## config.mk

```make
export PLATFORM = sky130hd
export DESIGN_NAME = usb_tx_arbiter
export DESIGN_NICKNAME = d
export VERILOG_FILES = /design/src/rtl/usb_pkg.sv /design/src/rtl/rr_arbiter.sv /design/src/rtl/usb_tx_arbiter.sv
export SDC_FILE = /design/constraint.sdc
export NUM_CORES = 1
export LEC_CHECK = 0
export CAP_MARGIN = 20
export CORE_AREA = 5 5 119 98
export CTS_CLUSTER_DIAMETER = 100
export DETAILED_ROUTE_END_ITERATION = 12
export DIE_AREA = 0 0 124 103
export PLACE_DENSITY = 0.78
export SLEW_MARGIN = 10
export SYNTH_ARGS = -nofsm -noshare
export SYNTH_HDL_FRONTEND = slang
export SYNTH_SLANG_ARGS = --single-unit
```

## constraint.sdc

```tcl
create_clock -name clk -period 6.1 [get_ports clk]
set_input_delay 1.22 -clock clk [delete_from_list [all_inputs] [get_ports clk]]
set_output_delay 1.22 -clock clk [all_outputs]
set_load 0.05 [all_outputs]
```

## src/rtl/usb_pkg.sv

```systemverilog
// Shared definitions for the USB TX path: header layout, magic byte and the
// packet-framing FSM state type.
package usb_pkg;

  // Header word layout: {magic, source, seq, 7'b0, cont}
  localparam logic [7:0]  HdrMagic    = 8'hA5;
  localparam int unsigned HdrMagicLsb = 24;
  localparam int unsigned HdrSrcLsb   = 16;
  localparam int unsigned HdrSeqLsb   = 8;
  localparam int unsigned HdrContBit  = 0;

  typedef enum logic [1:0] {
    StIdle,
    StHeader,
    StPayload
  } tx_state_e;

  // Assemble a packet header word from its fields.
  function automatic logic [31:0] build_header(input logic [7:0] src,
                                               input logic [7:0] seq,
                                               input logic       cont);
    logic [31:0] hdr;
    hdr                   = '0;
    hdr[HdrMagicLsb +: 8] = HdrMagic;
    hdr[HdrSrcLsb +: 8]   = src;
    hdr[HdrSeqLsb +: 8]   = seq;
    hdr[HdrContBit]       = cont;
    return hdr;
  endfunction

endpackage

```

## src/rtl/rr_arbiter.sv

```systemverilog
// Combinational round-robin pick: first requester searching upward from
// last_grant_i + 1 with wrap-around.
module rr_arbiter #(
  parameter int unsigned NumReq = 4,
  parameter int unsigned IdxW   = (NumReq > 1) ? $clog2(NumReq) : 1
) (
  input  logic [NumReq-1:0] req_i,
  input  logic [IdxW-1:0]   last_grant_i,
  output logic [IdxW-1:0]   grant_o,
  output logic              any_req_o
);

  logic [IdxW:0]   sum;
  logic [IdxW-1:0] cand;

  // Walk offsets from farthest to nearest so the nearest requester wins.
  always_comb begin
    grant_o   = last_grant_i;
    any_req_o = |req_i;
    sum       = '0;
    cand      = '0;
    for (int off = int'(NumReq); off > 0; off--) begin
      sum = {1'b0, last_grant_i} + (IdxW + 1)'(off);
      if (sum >= (IdxW + 1)'(NumReq)) begin
        sum = sum - (IdxW + 1)'(NumReq);
      end
      cand = sum[IdxW-1:0];
      if (req_i[cand]) begin
        grant_o = cand;
      end
    end
  end

endmodule

```

## src/rtl/usb_tx_arbiter.sv

```systemverilog
// Multiplexes packetised TX words from several peripherals into a single
// word stream for the FT601 controller. Each packet is framed by a header
// word; long packets are split at MAX_PKT_WORDS with a continuation flag.
module usb_tx_arbiter
  import usb_pkg::*;
#(
  parameter int unsigned NUM_PERIPH    = 4,
  parameter int unsigned MAX_PKT_WORDS = 256
) (
  input  logic                       clk,
  input  logic                       rst_l,
  input  logic [NUM_PERIPH-1:0]      periph_valid,
  input  logic [NUM_PERIPH*32-1:0]   periph_data,
  input  logic [NUM_PERIPH*4-1:0]    periph_be,
  input  logic [NUM_PERIPH-1:0]      periph_last,
  output logic [NUM_PERIPH-1:0]      periph_ready,
  output logic [31:0]                data_i,
  output logic [3:0]                 i_valid,
  output logic                       periph_data_available,
  input  logic                       read_periph_data
);

  localparam int unsigned IdxW = (NUM_PERIPH > 1) ? $clog2(NUM_PERIPH) : 1;
  localparam int unsigned CntW = $clog2(MAX_PKT_WORDS + 1);

  tx_state_e             state_q;
  logic [IdxW-1:0]       grant_q;
  logic [IdxW-1:0]       last_grant_q;
  logic [7:0]            seq_q;
  logic [NUM_PERIPH-1:0] cont_q;
  logic [CntW-1:0]       wcnt_q;
  logic                  full_q;
  logic [31:0]           data_q;
  logic [3:0]            be_q;

  logic [IdxW-1:0]       arb_grant;
  logic                  arb_any;
  logic                  load_ok;
  logic                  cur_valid;
  logic                  cur_last;
  logic [31:0]           cur_data;
  logic [3:0]            cur_be;
  logic                  accept;
  logic                  pkt_end;
  logic [31:0]           hdr_word;

  rr_arbiter #(
    .NumReq (NUM_PERIPH),
    .IdxW   (IdxW)
  ) u_rr_arbiter (
    .req_i        (periph_valid),
    .last_grant_i (last_grant_q),
    .grant_o      (arb_grant),
    .any_req_o    (arb_any)
  );

  // Output register may take a new word when empty or being drained this cycle.
  assign load_ok = !full_q || read_periph_data;

  // Select the granted source's word, enables and flags.
  always_comb begin
    cur_valid = 1'b0;
    cur_last  = 1'b0;
    cur_data  = '0;
    cur_be    = '0;
    for (int i = 0; i < int'(NUM_PERIPH); i++) begin
      if (grant_q == IdxW'(i)) begin
        cur_valid = periph_valid[i];
        cur_last  = periph_last[i];
        cur_data  = periph_data[i*32 +: 32];
        cur_be    = periph_be[i*4 +: 4];
      end
    end
  end

  // Only the granted source sees ready, and only while streaming payload.
  always_comb begin
    periph_ready = '0;
    if (state_q == StPayload && load_ok) begin
      periph_ready[grant_q] = 1'b1;
    end
  end

  assign accept   = (state_q == StPayload) && load_ok && cur_valid;
  // A last marker coinciding with the size limit is a normal end.
  assign pkt_end  = accept && (cur_last || (wcnt_q == CntW'(MAX_PKT_WORDS - 1)));
  assign hdr_word = build_header(8'(grant_q), seq_q, cont_q[grant_q]);

  // Packet framing FSM together with the single-entry output register.
  always_ff @(posedge clk or negedge rst_l) begin
    if (!rst_l) begin
      state_q      <= StIdle;
      grant_q      <= '0;
      last_grant_q <= IdxW'(NUM_PERIPH - 1);
      seq_q        <= '0;
      cont_q       <= '0;
      wcnt_q       <= '0;
      full_q       <= 1'b0;
      data_q       <= '0;
      be_q         <= '0;
    end else begin
      // Drain first; a load below in the same cycle refills the register.
      if (full_q && read_periph_data) begin
        full_q <= 1'b0;
      end
      unique case (state_q)
        StIdle: begin
          if (arb_any) begin
            grant_q <= arb_grant;
            state_q <= StHeader;
          end
        end
        StHeader: begin
          if (load_ok) begin
            data_q  <= hdr_word;
            be_q    <= 4'b1111;
            full_q  <= 1'b1;
            state_q <= StPayload;
          end
        end
        StPayload: begin
          if (accept) begin
            data_q <= cur_data;
            be_q   <= cur_be;
            full_q <= 1'b1;
            if (pkt_end) begin
              cont_q[grant_q] <= !cur_last;
              last_grant_q    <= grant_q;
              seq_q           <= seq_q + 8'd1;
              wcnt_q          <= '0;
              state_q         <= StIdle;
            end else begin
              wcnt_q <= wcnt_q + CntW'(1);
            end
          end
        end
        default: state_q <= StIdle;
      endcase
    end
  end

  assign data_i                = data_q;
  assign i_valid               = be_q;
  assign periph_data_available = full_q;

endmodule

```

=== Word level (Yosys, flattened, before mapping) ===
Index checks and enable logic that the tools add are counted.

* Output and inout port bits: 41
* Word-level logic and storage cells: 111
* Flip-flop bits (word level): 64

* $lt $le $gt $ge: 10
* Multiplexer cells: 54
* Equal/unequal tests: 10
* Reductions and logical operators: 18
* Add/sub/neg operators: 10

{| class="wikitable"
|+ Operators with widths
! kind !! count
|-
| 32-bit two-way mux || 6
|-
| 32-bit case mux with 2 select lines || 1
|-
| 4-bit two-way mux || 7
|-
| 2-bit two-way mux || 12
|-
| 1-bit two-way mux || 17
|-
| 2-bit by 3-bit less-than comparator with 1-bit output, second input constant || 5
|-
| 3-bit greater-or-equal comparator, second input constant || 4
|-
| 1-bit binary-select mux with 2-bit select || 5
|-
| 9-bit by 1-bit adder with 9-bit output, second input constant || 1
|-
| 9-bit by 8-bit equality test with 1-bit output, second input constant || 1
|-
| 9-bit two-way mux || 1
|-
| 8-bit by 1-bit adder with 8-bit output, second input constant || 1
|-
| 2-bit != test, second input constant || 4
|-
| 4-bit case mux with 2 select lines || 1
|-
| 2-bit by 1-bit subtractor with 2-bit output, second input constant || 4
|-
| 2-bit by 2-bit adder with 3-bit output, second input constant || 2
|-
| 2-bit equality test, second input constant || 3
|-
| 2-bit case mux with 3 select lines || 1
|-
| 3-bit AND reduction || 2
|-
| 1-bit logical AND || 5
|-
| 4-bit bitwise mux || 1
|-
| 2-bit by 1-bit equality test with 1-bit output, second input constant || 2
|-
| 2-bit zero test || 2
|-
| 2-bit AND reduction || 2
|-
| other kinds (10) || 12
|}

=== Longest topological paths before layout ===
* Word-level depth: 10
* Mapped depth: 10
* Gate-level depth less buffers: 9

=== Cells and area by module ===
From an unflattened synthesis, not the netlist that was laid out.

* Cell total of the unflattened synthesis: 359
* Area, all modules: 4031.4 µm²

{| class="wikitable"
|+ By module, submodules not included
! module !! area each (µm²) !! sequential area each (µm²) !! instances !! cells each
|-
| usb_tx_arbiter || 3958.8 || 1604.0 || 1 || 345
|-
| rr_arbiter || 72.6 || 0.0 || 1 || 14
|}

=== Worst setup path after synthesis ===
OpenSTA, ideal clock, no wires.

* Kind: reg2out
* From: register state_q[0]
* To: output periph_ready[1]
* Stages on the path, launching flop included: 7
* Arrival time: 2681 ps
* Data required time: 4880 ps
* Path slack: 2199 ps
* Path buffers: 2
* Path through: dfrtp_1 -> inv_1 -> ha_1 -> clkbuf_1 -> clkbuf_1 -> nand2_1 -> nor3b_1

* Word-level cells in the longest chain between the ends: 3

{| class="wikitable"
|+ RTL lines
! what !! line !! RTL
|-
| start, declared || usb_tx_arbiter.sv:26 || <nowiki>tx_state_e state_q;</nowiki>
|-
| start signal, assigned || usb_tx_arbiter.sv:92 || <nowiki>state_q <= StIdle;</nowiki>
|-
| start signal, assigned || usb_tx_arbiter.sv:110 || <nowiki>state_q <= StHeader;</nowiki>
|-
| start signal, assigned || usb_tx_arbiter.sv:118 || <nowiki>state_q <= StPayload;</nowiki>
|-
| 2-bit equality test || usb_tx_arbiter.sv:79 || <nowiki>if (state_q == StPayload && load_ok) begin</nowiki>
|-
| 1-bit logical AND || usb_tx_arbiter.sv:79 ||
|-
| 4-bit two-way mux || usb_tx_arbiter.sv:79 ||
|-
| end, declared || usb_tx_arbiter.sv:16 || <nowiki>output logic [NUM_PERIPH-1:0] periph_ready,</nowiki>
|}

Every way passes these cells.

=== Final worst setup path ===
* From: input read_periph_data
* To: output periph_ready[1]

* Word-level cells in the longest chain between the ends: 3

{| class="wikitable"
|+ RTL lines
! what !! line !! RTL
|-
| start, declared || usb_tx_arbiter.sv:20 || <nowiki>input logic read_periph_data</nowiki>
|-
| 1-bit logical OR || usb_tx_arbiter.sv:58 || <nowiki>assign load_ok = !full_q || read_periph_data;</nowiki>
|-
| 1-bit logical AND || usb_tx_arbiter.sv:79 ||
|-
| 4-bit two-way mux || usb_tx_arbiter.sv:79 ||
|}

Every way passes these cells.

==> flow_metrics.py <==
metrics = {
    "flow_run": {
        "maxCapViolCount": 0,
    },
    "power_and_ir_drop": {
        "ir_drop_v": 0.000213,
        "switching_share_pct": 40.3,
        "p_seq_share_pct": 26.3,
        "powerDensity_nw_per_um2": 405,
        "pwr-share-comb_pct": 52.9,
        "p_int_mw": 1.55,
        "p_clk_share_pct": 20.8,
        "p_leak_nw": 2.69,
        "p_sw_mw": 1.05,
        "p_total_mw": 2.59,
    },
    "layout": {
        "fill_cells": 868,
        "nNetsFinal": 702,
        "drive_above_1_share_pct": 15.6,
        "mostFrequentLayoutCells": "clkdlybuf4s50_1 (194), dfrtp_1 (60), nand3_1 (42)",
        "layout.cells.non_filler": 689,
        "layout_commonest_cell": "clkdlybuf4s50_1",
        "area_growth_pct": 58.3,
        "n_antenna_cell": 0,
    },
    "synth": {
        "synth-seq-cells": 64,
        "synthesis.nets": 516,
        "synth_flop_cell": "dfrtp_1",
        "syn_area_sq_um": 4050,
        "yosys.cell_types.count": 46,
        "netlist_instances": 354,
        "synth_compound_area_share_pct": 6.52,
        "avgSynthCellArea_sq_um": 11.4,
        "synth_seq_area_share_pct": 39.6,
        "synth_warnings": 0,
        "synthMuxAreaShare_pct": 30.9,
        "synth_xor_area_share_pct": 1.51,
        "synth_top_family_by_area": "multiplexers",
        "synth_fa_ha_area_share_pct": 2.16,
        "synthSimpleGateAreaFrac_pct": 14.9,
        "synth_edf_count": 0,
        "async_flop_share_pct": 100,
    },
    "placed_design": {
        "io_buffer_count": 195,
        "detailed_place_hpwl_mm": 9.84,
        "dp_slack_ns": 1.70,
        "routabilityCongestion": 0.826,
        "placed_cells": 673,
    },
    "timing": {
        "rsz0062_at_grt": "no",
        "whs_ns": 0.490,
        "worst_pin_slew_ns": 1.01,
        "finalSetupViolCount": 0,
        "slew_headroom_pct": 32.9,
        "fmax_mhz": 226,
        "fin_crit_sh_pct": 72.4,
        "fin_skew_ns": 0.00569,
        "fin_crit_ns": 4.42,
        "finalHoldViolCount": 0,
        "tns_ns": 0,
        "final.setup.worst_slack_ns": 1.68,
        "slew_viol_final": 0,
    },
    "clock_network": {
        "h-tree-depth": 3,
        "cts.sinks": 64,
        "clock_path_buffers": 2,
        "post_cts_resized": 0,
        "clk_pin_slew_ns": 0.05,
        "cts_setup_buffers": 0,
        "worstSkewPairLatency_ns": 0.32,
        "cts_tree": "yes",
        "cts_hold_buf": 0,
        "cts_root_buffer": "clkbuf_16",
        "cts_made_buffers": 9,
    },
    "floorplanning": {
        "die_area_sq_um": 12800,
        "fp-row-count": 34,
        "start_util_pct": 38.5,
        "dieHeight_um": 103,
        "core_area_sq_um": 10500,
        "die_w_um": 124,
        "ioPinCount": 196,
    },
    "global_route": {
        "grt_usage_pct": 20.0,
        "grt_pass1_wl_mm": 19.7,
        "grt_overflow": 0,
        "grt_start_max_net_pins": 65,
        "grt_pass1_vias": 3875,
        "antenna_found_initial": 0,
    },
    "routing": {
        "vias": 3706,
        "wl_mm": 12.8,
        "drcViolationCount": 0,
        "firstDrtPassIters": 5,
        "routedWlPerCell_um": 18.6,
        "vias_per_cell": 5.38,
        "drt-initial-drc-count": 213,
        "antenna_left": 0,
    },
    "critical_path": {
        "critPathBufInv": 2,
        "cpMostUsedCell": "clkdlybuf4s50_1",
        "crit_start": "read_periph_data",
        "crit_path_end_kind": "output port",
        "cp_data_arrival_time_ns": 3.20,
        "cp_slowest_cell": "clkdlybuf4s50_1",
        "crit_type": "in -> out",
        "worst-r2r-cell-count": 5,
        "r2r-start": "grant_q[0]$_DFFE_PN0P_",
        "cp.required_ns": 4.88,
        "cp_max_fo": 5,
        "max_stage_delay_ns": 0.83,
        "r2r-end": "data_i[17]$_DFFE_PN0P_",
        "start_kind": "primary input",
        "path_cells": "clkdlybuf4s50_1 > nand2b_1 > nand2_1 > nor3b_1 > clkdlybuf4s50_1",
        "crit_family": "buffers and inverters",
        "rrSetupSlack_ns": 2.60,
    },
    "min_path": {
        "min_path_cells": 1,
        "hp-start": "seq_q[5]$_DFFE_PN0N_",
        "min_to": "seq_q[5]$_DFFE_PN0N_",
        "hold_class": "reg -> reg",
    },
    "outcome": {
        "status": "complete, no violations",
    },
}
-- cell families after synthesis --
family,count (synthesis)
fa+ha+maj,7
xor+xnor,7
flops,64
mux,75
compound gates,38
simple gates,123
buf+inv,40
-- worst reg2reg max path, delay by kind of cell (launching register included) --
family,cells,cell delay (ns)
flops,1,0.63
simple gates,2,1.03
buf+inv,1,0.60
mux,2,1.12
-- metal layers --
metal / share of wire [%] / track usage (%)
met5: 0 / 0
met2: 50 / 33.4
met1: 40 / 25.3
met4: 1.1 / 5.13
met3: 8.9 / 6.80
-- stage by stage --
stage | cell area [sq um] | utilization (%)
after floorplan | 4050 | -
after global placement | 6090 | 58.0
after detailed placement | 6090 | 58.0
after CTS | 6410 | 61.0
after global routing | 6410 | 61.0
final | 6410 | 61.0
-- synth_stat cells (3+ instances only) --
| cell | count | share of area (%) |
|---|---|---|
| nand3_1 | 42 | 5.2 |
| nand2b_1 | 6 | 0.93 |
| nor2b_1 | 4 | 0.62 |
| nand2_1 | 33 | 3.1 |
| mux2_2 | 20 | 5.6 |
| buf_2 | 11 | 1.4 |
| o31ai_1 | 6 | 1.1 |
| mux2i_1 | 11 | 2.7 |
| dfrtp_1 | 62 | 38 |
| buf_4 | 3 | 0.56 |
| o21ai_0 | 4 | 0.49 |
| clkbuf_1 | 8 | 0.74 |
| nor3_1 | 6 | 0.74 |
| xor2_1 | 4 | 0.87 |
| nor2_1 | 14 | 1.3 |
| mux2_1 | 6 | 1.7 |
| ha_1 | 7 | 2.2 |
| and3_1 | 5 | 0.77 |
| inv_1 | 15 | 1.4 |
| mux4_2 | 37 | 21 |
| xnor2_1 | 3 | 0.65 |
| a22o_1 | 6 | 1.3 |
| o21ai_1 | 7 | 0.87 |
-- worst max-delay path by stage --
stage	cells past startpoint	endpoint	slack, ns
after floorplan	6	periph_ready[1]	2.20
after global placement	5	periph_ready[1]	1.71
after detailed placement	5	periph_ready[1]	1.70
after CTS	5	periph_ready[1]	1.68
after global routing	5	periph_ready[1]	1.55
final	5	periph_ready[1]	1.68
-- sequential cells by signal, indices dropped and copies added (netlist names) --
name                   cells
seq_q                      8
state_q                    2
wcnt_q                     9
last_grant_q               2
grant_q                    2
i_valid                    4
periph_data_available      1
cont_q                     4
data_i                    32
-- power by group through the flow --
stage                     Combinational [mW]  Sequential [mW]  Clock [mW]
final                                   1.37            0.682       0.541
after global placement                  1.35            0.681           0
after detailed placement                1.38            0.687           0
after global routing                    1.48            0.704       0.573
after CTS                               1.39            0.684       0.553
after floorplan                        0.818            0.829           0
-- layout make-up --
| cell class | instances | area (sq um) | area share (%) |
|---|---|---|---|
| Inverter | 16 | 60.1 | 0.937 |
| Clock buffer | 12 | 246 | 3.85 |
| Timing Repair Buffer | 199 | 1980 | 30.8 |
| Sequential cell | 64 | 1610 | 25.1 |
| Multi-Input combinational cell | 250 | 2270 | 35.4 |
| Tap cell | 144 | 180 | 2.81 |
| Clock inverter | 4 | 70.1 | 1.09 |
No activity file was read; power rests on OpenSTA's default activity.
